===== src/rtl/glm_update_sequencer.sv =====
// Sequences GLM model-update ops: splits the model into line chunks and issues one
// update op per chunk, sweeping the whole model once per sample.
module glm_update_sequencer #(
   parameter int NUM_REGS = 5,
   parameter int CNT_W    = 32
) (
   input  logic                     clk,
   input  logic                     resetn,
   input  logic                     start,
   input  logic                     abort,
   input  logic [15:0]              cfg_model_offset,
   input  logic [15:0]              cfg_model_length,
   input  logic [15:0]              cfg_chunk_length,
   input  logic [CNT_W-1:0]         cfg_num_samples,
   input  logic                     cfg_write_forward,
   output logic                     upd_start,
   output logic [NUM_REGS-1:0][31:0] upd_regs,
   input  logic                     upd_done,
   output logic                     busy,
   output logic                     done,
   output logic                     aborted,
   output logic [CNT_W-1:0]         samples_done
);

   typedef enum logic [2:0] {
      S_IDLE,
      S_ISSUE,
      S_WAIT,
      S_ADVANCE,
      S_FINISH
   } state_t;

   state_t                      r_state;
   logic [15:0]                 r_offset;
   logic [15:0]                 r_length;
   logic [15:0]                 r_chunk;
   logic [CNT_W-1:0]            r_num_samples;
   logic                        r_wfwd;
   logic [15:0]                 r_line_ptr;
   logic [15:0]                 r_remaining;
   logic [15:0]                 r_this_len;
   logic [CNT_W-1:0]            r_sample_cnt;
   logic                        r_abort_flag;
   logic                        r_upd_start;
   logic [NUM_REGS-1:0][31:0]   r_upd_regs;
   logic                        r_busy;
   logic                        r_done;
   logic                        r_aborted;

   logic [15:0]                 w_ptr_adv;
   logic [15:0]                 w_rem_adv;
   logic                        w_sweep_end;
   logic [CNT_W-1:0]            w_cnt_adv;
   logic [15:0]                 w_ptr_next;
   logic [15:0]                 w_rem_next;
   logic [15:0]                 w_iss_ptr;
   logic [15:0]                 w_iss_rem;
   logic [15:0]                 w_iss_len;
   logic [15:0]                 w_iss_line;
   logic                        w_abort_now;
   logic                        w_finish;
   logic                        w_issue;

   // ADVANCE issues the next chunk itself so upd_done -> upd_start stays at two cycles
   always_comb begin
      w_ptr_adv   = r_line_ptr + r_this_len;
      w_rem_adv   = r_remaining - r_this_len;
      w_sweep_end = (w_rem_adv == '0);
      w_cnt_adv   = r_sample_cnt + {{(CNT_W-1){1'b0}}, w_sweep_end};
      w_ptr_next  = w_sweep_end ? '0 : w_ptr_adv;
      w_rem_next  = w_sweep_end ? r_length : w_rem_adv;
      w_iss_ptr   = (r_state == S_ADVANCE) ? w_ptr_next : r_line_ptr;
      w_iss_rem   = (r_state == S_ADVANCE) ? w_rem_next : r_remaining;
      w_iss_len   = ((r_chunk == '0) || (r_chunk > w_iss_rem)) ? w_iss_rem : r_chunk;
      w_iss_line  = r_offset + w_iss_ptr;
      w_abort_now = r_abort_flag | abort;
      w_finish    = w_abort_now | (w_sweep_end && (w_cnt_adv == r_num_samples));
      w_issue     = (r_state == S_ISSUE) || ((r_state == S_ADVANCE) && !w_finish);
   end

   always_ff @(posedge clk or negedge resetn) begin
      if (!resetn) begin
         r_state       <= S_IDLE;
         r_offset      <= '0;
         r_length      <= '0;
         r_chunk       <= '0;
         r_num_samples <= '0;
         r_wfwd        <= 1'b0;
         r_line_ptr    <= '0;
         r_remaining   <= '0;
         r_this_len    <= '0;
         r_sample_cnt  <= '0;
         r_abort_flag  <= 1'b0;
         r_upd_start   <= 1'b0;
         r_upd_regs    <= '0;
         r_busy        <= 1'b0;
         r_done        <= 1'b0;
         r_aborted     <= 1'b0;
      end else begin
         r_upd_start <= 1'b0;
         r_done      <= 1'b0;

         if ((r_state != S_IDLE) && abort) begin
            r_abort_flag <= 1'b1;
         end

         if (w_issue) begin
            r_upd_start   <= 1'b1;
            r_this_len    <= w_iss_len;
            r_upd_regs    <= '0;
            r_upd_regs[3] <= {w_iss_len, w_iss_line};
            r_upd_regs[4] <= {31'b0, r_wfwd};
         end

         case (r_state)
            S_IDLE: begin
               if (start) begin
                  r_offset      <= cfg_model_offset;
                  r_length      <= cfg_model_length;
                  r_chunk       <= cfg_chunk_length;
                  r_num_samples <= cfg_num_samples;
                  r_wfwd        <= cfg_write_forward;
                  r_line_ptr    <= '0;
                  r_remaining   <= cfg_model_length;
                  r_sample_cnt  <= '0;
                  r_abort_flag  <= 1'b0;
                  r_aborted     <= 1'b0;
                  r_busy        <= 1'b1;
                  if ((cfg_model_length == '0) || (cfg_num_samples == '0)) begin
                     r_state <= S_FINISH;
                  end else begin
                     r_state <= S_ISSUE;
                  end
               end
            end
            S_ISSUE: begin
               r_state <= S_WAIT;
            end
            S_WAIT: begin
               if (upd_done) begin
                  r_state <= S_ADVANCE;
               end
            end
            S_ADVANCE: begin
               r_line_ptr   <= w_ptr_next;
               r_remaining  <= w_rem_next;
               r_sample_cnt <= w_cnt_adv;
               if (w_finish) begin
                  r_done    <= 1'b1;
                  r_busy    <= 1'b0;
                  r_aborted <= w_abort_now;
                  r_state   <= S_IDLE;
               end else begin
                  r_state <= S_WAIT;
               end
            end
            S_FINISH: begin
               r_done  <= 1'b1;
               r_busy  <= 1'b0;
               r_state <= S_IDLE;
            end
            default: begin
               r_state <= S_IDLE;
            end
         endcase
      end
   end

   assign upd_start    = r_upd_start;
   assign upd_regs     = r_upd_regs;
   assign busy         = r_busy;
   assign done         = r_done;
   assign aborted      = r_aborted;
   assign samples_done = r_sample_cnt;

endmodule

===== config.mk =====
export PLATFORM = sky130hd
export DESIGN_NAME = glm_update_sequencer
export DESIGN_NICKNAME = d
export VERILOG_FILES = /design/src/rtl/glm_update_sequencer.sv
export SDC_FILE = /design/constraint.sdc
export NUM_CORES = 1
export LEC_CHECK = 0
export BUFFER_PORTS_ARGS = -buffer_cell sky130_fd_sc_hd__buf_2
export CAP_MARGIN = 20
export CORE_MARGIN = 3
export CORE_UTILIZATION = 40
export CTS_BUF_LIST = sky130_fd_sc_hd__clkbuf_4 sky130_fd_sc_hd__clkbuf_8
export DETAILED_ROUTE_END_ITERATION = 7
export GPL_ROUTABILITY_DRIVEN = 0
export PLACE_DENSITY = 0.64
export SLEW_MARGIN = 30
export SYNTH_ARGS = -nofsm -noshare
export SYNTH_HDL_FRONTEND = slang
export SYNTH_SLANG_ARGS = --single-unit

===== constraint.sdc =====
create_clock -name clk -period 11.9 [get_ports clk]
set_clock_uncertainty 0.15 [all_clocks]
set_input_delay 1.19 -clock clk [delete_from_list [all_inputs] [get_ports clk]]
set_output_delay 1.19 -clock clk [all_outputs]
set_load 0.02 [all_outputs]

==> results of run 1 <==
report_power, final:
group | switching, mW | internal (mW)
clock network | 0.262 | 0.201
registers | 0.261 | 0.887
logic | 1.60 | 0.981
total | 2.12 | 2.07
per-layer routing:
layer	vias up	GRT usage, %	wire length [um]
met1	5396	27.7	16200
met3	63	3.68	2160
li1	5507	-	-
met2	402	34.8	17900
met5	-	0	0
met4	0	6.72	1020
state kept, by name, indices dropped and copies added (netlist names):
| register | cells |
|---|---|
| r_length | 16 |
| r_abort_flag | 1 |
| r_offset | 16 |
| busy | 1 |
| r_this_len | 16 |
| upd_regs | 17 |
| samples_done | 32 |
| r_wfwd | 1 |
| done | 1 |
| r_state | 3 |
| aborted | 1 |
| r_remaining | 16 |
| r_line_ptr | 16 |
| upd_start | 1 |
| r_num_samples | 32 |
| r_chunk | 16 |
cells in the final DEF (no fill, tap or decap), types with 12 or more instances in the layout:
cell,netlist,routed
nand2_1,322,320
dfrtp_1,186,186
buf_2,13,153
conb_1,1,127
o21ai_0,86,86
a21oi_1,78,77
nor2_1,77,75
ha_1,63,63
xnor2_1,51,51
inv_1,44,44
nand3_1,36,36
a22o_1,34,34
nand4_1,31,31
nor4_1,30,30
nor3_1,29,29
a31oi_1,22,22
xor2_1,20,20
clkbuf_8,0,18
and3_1,17,17
o31ai_1,17,17
o211ai_1,14,14
or3_1,12,12
mux2_2,12,12
cell families (layout without fill, tap and decap cells):
group,count (synthesis),after routing,share of synthesized area (%)
compound gates,345,345,17.4
xor+xnor,71,71,4.76
fa+ha+maj,66,66,6.49
buf+inv,254,242,11.3
flops,186,186,35.6
mux,23,23,1.92
other cells,1,127,0.0287
simple gates,625,625,22.5
final cells by class:
cell class | instances | share of cell area (%)
inverter | 45 | 1.20
sequential | 186 | 32.9
clock inverter | 13 | 1.12
timing repair buffer | 165 | 6.39
tap | 435 | 3.85
multi-input combinational | 1257 | 52.7
clock buffer | 19 | 1.81
worst register-to-register path, delay by kind of cell, from the launching register on:
family                     cells  cell delay (ns)
AOI/OAI and AO/OA              3             0.84
and+or+nand+nor               12             3.74
DFF                            1             0.43
buffers and inverters          2             0.67
adders and majority gates      4             1.29
muxes                          2             0.68
Yosys cell counts, types with 8 or more instances:
cell type / count / area [um^2]
o21ai_0: 86 / 430
o211ai_1: 14 / 105
xnor2_1: 51 / 447
o41ai_1: 12 / 105
inv_1: 44 / 165
mux2_2: 12 / 135
o31ai_1: 17 / 128
nor4_1: 30 / 188
a21o_1: 10 / 75.1
clkbuf_1: 59 / 221
ha_1: 63 / 788
xor2_1: 20 / 175
nor2_1: 77 / 289
a21oi_1: 78 / 390
nor2b_1: 8 / 50.1
or2_2: 8 / 50.1
or3_1: 12 / 75.1
o21a_1: 11 / 82.6
buf_2: 13 / 65.1
nand3_1: 36 / 180
dfrtp_1: 186 / 4650
nor3_1: 29 / 145
and2_1: 12 / 75.1
a31oi_1: 22 / 138
a211oi_1: 11 / 82.6
buf_4: 127 / 953
and3_1: 17 / 106
nand4_1: 31 / 194
nand2_1: 322 / 1210
a22o_1: 34 / 298
worst max-delay path by stage:
stage	startpoint	endpoint	slack, ns	cells past startpoint
after floorplan	r_this_len[0]	r_this_len[5]	5.43	25
after global placement	r_this_len[0]	r_this_len[1]	4.46	23
after detailed placement	r_this_len[0]	r_this_len[9]	4.15	23
after CTS	r_this_len[0]	r_this_len[2]	4.13	23
after global routing	r_this_len[0]	r_this_len[2]	3.35	23
final	r_this_len[0]	r_this_len[10]	3.98	23
==> summary.md, run 1 <==
| Metric | Value |
|---|---|
| Final Max Slew Viols | 0 |
| CTS Buf Count | 17 |
| Reg2reg path depth | 23 |
| Data arrival, critical path | between 8 and 9 ns |
| Largest net degree at the start of global routing | 119 |
| Fmax | between 100 and 150 MHz |
| DRT Wirelength | around 37 mm |
| Worst-Margin Slew | between 0.9 and 1 ns |
| CP max FO | between 40 and 50 |
| Core ar. | between 30000 and 40000 um^2 |
| Fillers | about 3200 |
| Die width | around 190 um |
| Row count | 65 |
| Period utilisation layout | between 60% and 70% |
| 1st-iter DRT viols | about 840 |
| EDFF count, synth | 0 |
| Slack of the critical path | roughly 4 ns |
| Post-CTS Resized | 0 |
| GRT Overall Usage | 20.9% |
| DR vias | ~11000 |
| # setup viols final | 0 |
| Cell Chain, Critical Path | ha_1, fa_1, nor2b_1, o211ai_1, and3_1, nor3_1, nor4b_1, nor3_1, nor2_1, nor4b_1, ha_1, ha_1, and4_1, nand4_2, or2_1, nor2_1, mux2_2, a2111oi_2, nand2_2, o311ai_4, buf_4, inv_2, mux2_2 |
| Startpoint type of the worst setup path | flip-flop |
| Hold depth | 2 |
| Number of diodes | 0 |
| Critical Path End Type | flip-flop |
| CTS Buffer Depth | 2 |
| Register area | between 4000 and 5000 um^2 |
| I/O pin total | between 200 and 300 |
| Ys Warns | 0 |
| Unrepaired setup endpoints after global routing | false |
| WP data required | about 12 ns |
| Port bufs | approximately 150 |
| Library cells used by synthesis | around 80 |
| Dpl cell area | around 14000 um^2 |
| Primary FF master, synth | dfrtp_1 |
| Clock Tree Root | clkbuf_8 |
| Synth-to-Final Area Change | 8.17% |
| Sequential area share after synthesis | roughly 36% |
| First-pass iteration count of the detailed router | 7 |
| Slowest stage cell, crit path | nor4b_1 |
| DR WL/cell | 17.6 um |
| Clock Latency Late Sink | 0.51 ns |
| Lkg Pwr | approximately 7 nW |
| TritonCTS clock tree | done |
| #FFs+latches synth | between 150 and 200 |
| Top cell by count, worst path | ha_1 |
| Critical Path Max Stage Delay | just over 0.9 ns |
| MaxCap Viol Count | 0 |
| First-pass GRT wire length | ~59 mm |
| Clk pin slew, worst setup/hold paths | roughly 0.10 ns |
| Async S/R FF share, synth | between 90% and 100% |
| Overall power | between 4 and 5 mW |
| CP Class | flip-flop to flip-flop |
| Cells after Synth | about 1600 |
| Vias in the first global route | ~11000 |
| Post-Syn Area | about 13000 um^2 |
| Initial antenna violation count | 0 |
| Final Hold Fails | 0 |
| H-tree depth | 4 |
| Dpl hpwl | between 20 and 30 mm |
| Post-CTS Setup Bufs | 0 |
| Die Span Y | around 190 um |
| Non-Filler Instances | between 2000 and 2500 |
| Finished Core Util | 44.3% |
| CP top delay family | simple AND/OR/NAND/NOR gates |
| Setup WS pre-CTS | a little over 4 ns |
| WP buf/inv | 2 |
| Final instance area | ~14000 um^2 |
| Startpoint of the worst hold path | upd_regs[105] |
| Setup TNS | 0 ns |
| Min-delay worst type | flip-flop to flip-flop |
| Total grt overflow | 0 |
| Power Dens Cells | roughly 300 nW/um^2 |
| Antenna Nets Post-Route | 0 |
| Hold Slack | approximately 0.34 ns |
| Final routed DRC violation total | 0 |
| Fraction of layout cells with a size suffix above 1 | approximately 14% |
| Placed Cells | ~2100 |
| Routed vias/inst | between 5 and 6 |
| Initial core utilization | between 40% and 50% |
| Crit path time final | approximately 7.9 ns |
| Reg2reg end | r_this_len[10] |
| Nets | between 1500 and 2000 |
| Hold EP | upd_regs[105] |
| Flop-to-flop setup slack | 3.98 ns |
| Peak supply drop | between 0.1 and 0.15 mV |
| Status | finished, final reports clean |
| R2r startpoint | r_this_len[0] |
| # hold bufs at CTS | 0 |
| Syn Area/Cell | around 8.3 um^2 |
| Area occupied by multi-input gates | 7450 um^2 |
| Die area | 34900 um^2 |
| Relative slew slack | 34.0% |
| Num Clock Sinks | roughly 190 |
No activity file was read; power rests on OpenSTA's default activity.
==> inputs of run 2 (changes only) <==
==> constraint.sdc (replaced) <==
create_clock -name clk -period 8 [get_ports clk]
set_clock_uncertainty 0.15 [all_clocks]
set_input_delay 0.8 -clock clk [delete_from_list [all_inputs] [get_ports clk]]
set_output_delay 0.8 -clock clk [all_outputs]
set_load 0.02 [all_outputs]
==> summary.md, run 2 (synthesis results as in run 1) <==
| Metric | Value |
|---|---|
| Setup TNS | 0 ns |
| Critical Path End Type | flip-flop |
| Number of diodes | 0 |
| P_sw | between 3 and 4 mW |
| Reg2reg end | upd_regs[106] |
| CTS Buf Count | 17 |
| Dpl cell area | approximately 14000 um^2 |
| Unrepaired setup endpoints after global routing | false |
| Die Span Y | about 190 um |
| MaxCap Viol Count | 0 |
| Clock Tree Root | clkbuf_8 |
| Power Dens Cells | between 400 and 500 nW/um^2 |
| Clock Latency Late Sink | 0.49 ns |
| Met2 Use GR | between 30% and 40% |
| GRT Overall Usage | 20.8% |
| Comb power frac | roughly 62% |
| Die area | roughly 35000 um^2 |
| Reg2reg path depth | 23 |
| Status | finished, final reports clean |
| Period utilisation layout | between 90 and 100% |
| Port bufs | approximately 150 |
| Critical Path Max Stage Delay | approximately 0.57 ns |
| Data arrival, critical path | 7.60 ns |
| Fillers | roughly 3200 |
| Final Max Slew Viols | 0 |
| Lkg Pwr | 6.86 nW |
| Fraction of layout cells with a size suffix above 1 | about 14% |
| Commonest non-fill, non-tap cells in the layout | 320 x nand2_1, 186 x dfrtp_1, 153 x buf_2 |
| CP Class | flip-flop to flip-flop |
| DR vias | approximately 11000 |
| Cell Chain, Critical Path | ha_1, fa_1, nor2b_1, o211ai_1, and3_1, nor3_1, nor4b_1, nor3_1, nor2_1, nor4b_1, buf_4, ha_1, ha_1, and4_1, nand4_2, or2_1, nor2_1, mux2_2, a2111oi_2, nand2_2, o311ai_4, buf_4, mux2_2 |
| Final Hold Fails | 0 |
| Row count | 65 |
| Dpl hpwl | approximately 28 mm |
| Peak supply drop | around 0.24 mV |
| Int Pwr | about 3.0 mW |
| Total grt overflow | 0 |
| Slowest stage cell, crit path | o311ai_4 |
| Core ar. | roughly 32000 um^2 |
| Clock power frac | around a tenth |
| GR peak layer | met2 |
| Worst-Margin Slew | 0.864 ns |
| CP max FO | 16 |
| Commonest non-fill, non-tap cell in the layout | nand2_1 |
| DR WL/cell | 17.6 um |
| Startpoint type of the worst setup path | flip-flop |
| Sw Share | 50.9% |
| Relative slew slack | 42.3% |
| Global Route met3 Usage | 3.74% |
| Flop-to-flop setup slack | roughly 0.63 ns |
| Fmax | about 140 MHz |
| Reg power frac | 27.5% |
| Antenna Nets Post-Route | 0 |
| Synth-to-Final Area Change | 8.15% |
| # setup viols final | 0 |
| Final instance area | 14100 um^2 |
| Largest net degree at the start of global routing | 95 |
| Top cell by count, worst path | ha_1 |
| Final routed DRC violation total | 0 |
| Crit path time final | 7.37 ns |
| CTS Buffer Depth | 2 |
| I/O pin total | around 280 |
| R2r startpoint | r_this_len[0] |
| Min-delay worst type | primary input to asynchronous set/reset pin |
| Die width | about 190 um |
| 1st-iter DRT viols | slightly above 900 |
| Num Clock Sinks | approximately 190 |
| Initial core utilization | roughly two fifths |
| Met1 Track Usage GR | about 28% |
| H-tree depth | 4 |
| Clk pin slew, worst setup/hold paths | 0.10 ns |
| Vias in the first global route | 10800 |
| First-pass iteration count of the detailed router | 7 |
| First-pass GRT wire length | approximately 59 mm |
| Initial antenna violation count | 0 |
| Routed vias/inst | 5.37 |
| WP data required | roughly 8 ns |
| TritonCTS clock tree | done |
| Nets | around 1800 |
| DRT Wirelength | approximately 37 mm |
-- run 2: power groups by stage --
stage          sequential (mW)  clock (mW)  combinational [mW]
2_1_floorplan             1.69           0                2.82
4_1_cts                   1.70       0.655                3.83
3_3_place_gp              1.71           0                3.74
6_report                  1.71       0.638                3.86
5_1_grt                   1.76       0.698                4.29
3_5_place_dp              1.72           0                3.81
-- run 2: area by class of cell --
| type | instances | area [um^2] | area share [%] |
|---|---|---|---|
| Tap cell | 435 | 544 | 3.85 |
| Inverter | 45 | 169 | 1.20 |
| Clock buffer | 18 | 241 | 1.71 |
| Sequential cell | 186 | 4650 | 32.9 |
| Multi-Input combinational cell | 1257 | 7450 | 52.7 |
| Clock inverter | 14 | 139 | 0.983 |
| Timing Repair Buffer | 172 | 935 | 6.61 |
-- run 2: worst max-delay path: cells and delay by family, from the launching register on --
family / cells / cell delay [ns]
buf+inv: 2 / 0.54
mux: 2 / 0.72
flops: 1 / 0.42
compound gates: 3 / 1.09
fa+ha+maj: 4 / 1.17
simple gates: 12 / 3.18
-- run 2: worst max path at each step --
stage,slack [ns],to,startpoint,cells after the start
after floorplan,1.53,r_this_len[5],r_this_len[0],25
after global placement,0.88,upd_regs[128],r_this_len[0],23
after detailed placement,0.68,upd_regs[96],r_this_len[0],23
after CTS,0.65,upd_regs[106],r_this_len[0],23
after global routing,0.07,upd_regs[106],r_this_len[0],23
final,0.63,upd_regs[106],r_this_len[0],23
-- run 2: per-layer routing --
metal / vias to the layer above / part of all wire, %
li1: 5509 / -
met1: 5445 / 44
met2: 413 / 48
met3: 59 / 5.7
met4: 0 / 2.7
met5: - / 0
-- run 2: through the flow --
step                      total power [mW]  setup slack, ns  utilization [%]  hold slack (ns)  std cells
after floorplan                       4.51             1.53                -            0.288       1697
after global placement                5.45            0.882             43.0            0.314       2094
after detailed placement              5.53            0.676             43.0            0.314       2094
after CTS                             6.19            0.650             44.2            0.146       2126
after global routing                  6.75           0.0674             44.3            0.164       2127
final                                 6.21            0.628             44.3            0.136       2127
-- run 2: what timing repair did --
action                                  in CTS  in global routing
hold buffers                                 0                  0
endpoints found under the setup margin       0                  1
gates resized for setup                      0                  0
setup buffers                                0                  0
==> inputs of run 3 (changes only) <==
--- a/config.mk
+++ b/config.mk
@@ -12,7 +12,7 @@
 export CTS_BUF_LIST = sky130_fd_sc_hd__clkbuf_4 sky130_fd_sc_hd__clkbuf_8
 export DETAILED_ROUTE_END_ITERATION = 7
 export GPL_ROUTABILITY_DRIVEN = 0
-export PLACE_DENSITY = 0.64
+export PLACE_DENSITY_LB_ADDON = 0.2
 export SLEW_MARGIN = 30
 export SYNTH_ARGS = -nofsm -noshare
 export SYNTH_HDL_FRONTEND = slang
==> summary.md, run 3 (synthesis results as in run 1) <==
| Metric | Value |
|---|---|
| Power Dens Cells | between 400 and 500 nW/um^2 |
| I/O pin total | ~280 |
| Commonest non-fill, non-tap cells in the layout | 320 x nand2_1, 186 x dfrtp_1, 153 x buf_2 |
| MaxCap Viol Count | 0 |
| Data arrival, critical path | around 7.5 ns |
| Num Clock Sinks | approximately 190 |
| Row count | 65 |
| Crit path time final | around 7.2 ns |
| Antenna Nets Post-Route | 0 |
| # setup viols final | 0 |
| Die area | around 35000 um^2 |
| Post-CTS Setup Bufs | 0 |
| Clock power frac | between 10 and 15% |
| Initial antenna violation count | 3 |
| Met1 Track Usage GR | 28.1% |
| Initial core utilization | between 40% and 50% |
| WP data required | just over 8 ns |
| 1st-iter DRT viols | about 860 |
| Met2 Use GR | 35.1% |
| Min-delay worst type | primary input to flip-flop |
| GRT Overall Usage | 21.4% |
| Sw Share | 51.5% |
| TritonCTS clock tree | done |
| DRT Wirelength | 38.6 mm |
| Final Hold Fails | 0 |
| Comb power frac | 62.5% |
| CP Class | flip-flop to flip-flop |
| Setup TNS | 0 ns |
| P_sw | ~3.2 mW |
| Fillers | ~3300 |
| Critical Path End Type | flip-flop |
| Core ar. | about 32000 um^2 |
| Peak supply drop | about 0.15 mV |
| Relative slew slack | between 30% and 40% |
| Clk pin slew, worst setup/hold paths | between 0.1 and 0.15 ns |
| Worst-Margin Slew | between 0.9 and 1 ns |
| Lkg Pwr | between 6 and 7 nW |
| First-pass GRT wire length | 59.9 mm |
| Final routed DRC violation total | 0 |
| Total grt overflow | 0 |
| Final Max Slew Viols | 0 |
| Reg power frac | 27.3% |
| CTS Buf Count | 17 |
| Commonest non-fill, non-tap cell in the layout | nand2_1 |
| Largest net degree at the start of global routing | about 110 |
| Clock Tree Root | clkbuf_8 |
| Routed vias/inst | approximately 5.4 |
| CP max FO | 10 |
| Die Span Y | approximately 190 um |
| Vias in the first global route | about 11000 |
| Global Route met3 Usage | ~4.6% |
| Status | finished, final reports clean |
| Die width | between 150 and 200 um |
| First-pass iteration count of the detailed router | 6 |
| Clock Latency Late Sink | between 0.5 and 0.6 ns |
| Nets | 1836 |
| Number of diodes | 0 |
| Slack of the critical path | about 0.75 ns |
| Period utilisation layout | between 90% and 100% |
| Synth-to-Final Area Change | 8.89% |
| Port bufs | roughly 150 |
| H-tree depth | 4 |
| Setup WS pre-CTS | ~0.77 ns |
| CTS Buffer Depth | 2 |
| Fmax | between 100 and 150 MHz |
| Dpl hpwl | approximately 29 mm |
| Unrepaired setup endpoints after global routing | false |
| DR vias | ~11000 |
| Startpoint type of the worst setup path | flip-flop |
| Fraction of layout cells with a size suffix above 1 | between 10% and 20% |
| DR WL/cell | 18.1 um |
| GR peak layer | met2 |
| Int Pwr | about 3.1 mW |
-- run 3: changes by cell type in the layout (fill, tap and decap cells not counted), sizes merged --
cell,delta
inv,+3
clkinvlp,-3
buf,+5
clkinv,+2
clkbuf,-2
bufinv,-1
dlygate4sd3,+1
-- run 3: final cells by class --
cell class	instances	area (um^2)	area share [%]
timing repair buffer	177	1030	7.23
sequential	186	4650	32.7
clock inverter	15	156	1.10
tap	435	544	3.83
inverter	45	169	1.19
clock buffer	17	234	1.64
multi-input combinational	1257	7440	52.3
-- run 3: per-stage QoR --
stage | instances | hold slack, ns | area [um^2] | total power, mW | util, %
finish | 2132 | 0.314 | 14200 | 6.29 | 44.6
global route | 2132 | 0.306 | 14200 | 6.84 | 44.6
detailed placement | 2097 | 0.312 | 13800 | 5.60 | 43.2
floorplan | 1697 | 0.288 | 13500 | 4.51 | -
global placement | 2096 | 0.309 | 13700 | 5.53 | 43.1
CTS | 2129 | 0.295 | 14200 | 6.26 | 44.4
-- run 3: worst max-delay path, stage by stage, from the launching register on --
cell	delay, ns
dfrtp_1	0.43
ha_1	0.24
fa_1	0.40
nor2b_1	0.18
o211ai_1	0.15
and3_1	0.25
nor3_1	0.32
nor4b_1	0.12
nor3_1	0.37
nor2_1	0.30
nor4b_1	0.36
buf_4	0.19
ha_1	0.18
ha_1	0.33
and4_1	0.30
nand4_2	0.21
or2_1	0.39
nor2_1	0.15
mux2_2	0.36
a2111oi_2	0.36
nand2_2	0.16
o311ai_4	0.61
buf_4	0.29
mux2_1	0.34
-- run 3: power by group through the flow --
stage / registers [mW] / logic, mW / clock network [mW]
final: 1.71 / 3.93 / 0.645
after global routing: 1.76 / 4.38 / 0.699
after CTS: 1.71 / 3.89 / 0.663
after detailed placement: 1.72 / 3.87 / 0
after global placement: 1.72 / 3.81 / 0
after floorplan: 1.69 / 2.82 / 0
-- run 3: repair_timing --
item / 4_1_cts / 5_1_grt
hold endpoints to repair: 0 / 24
hold buffers: 0 / 1
resized for setup: 0 / 0
-- run 3: final timing paths --
check / cells past startpoint / start / end / slack [ns]
max reg2reg: 23 / r_this_len[0] / upd_regs[97] / 0.75
min in group asynchronous: 2 / resetn / r_num_samples[17] / 0.59
max in group asynchronous: 5 / resetn / r_remaining[1] / 5.61
min: 3 / cfg_chunk_length[15] / r_chunk[15] / 0.31
min reg2reg: 2 / upd_regs[107] / upd_regs[107] / 0.33
max: 23 / r_this_len[0] / upd_regs[97] / 0.75
-- run 3: per-layer routing --
metal	routed length, um	vias up
li1	-	5537
met1	16900	5471
met2	18400	372
met3	2220	59
met4	1140	6
met5	34	-
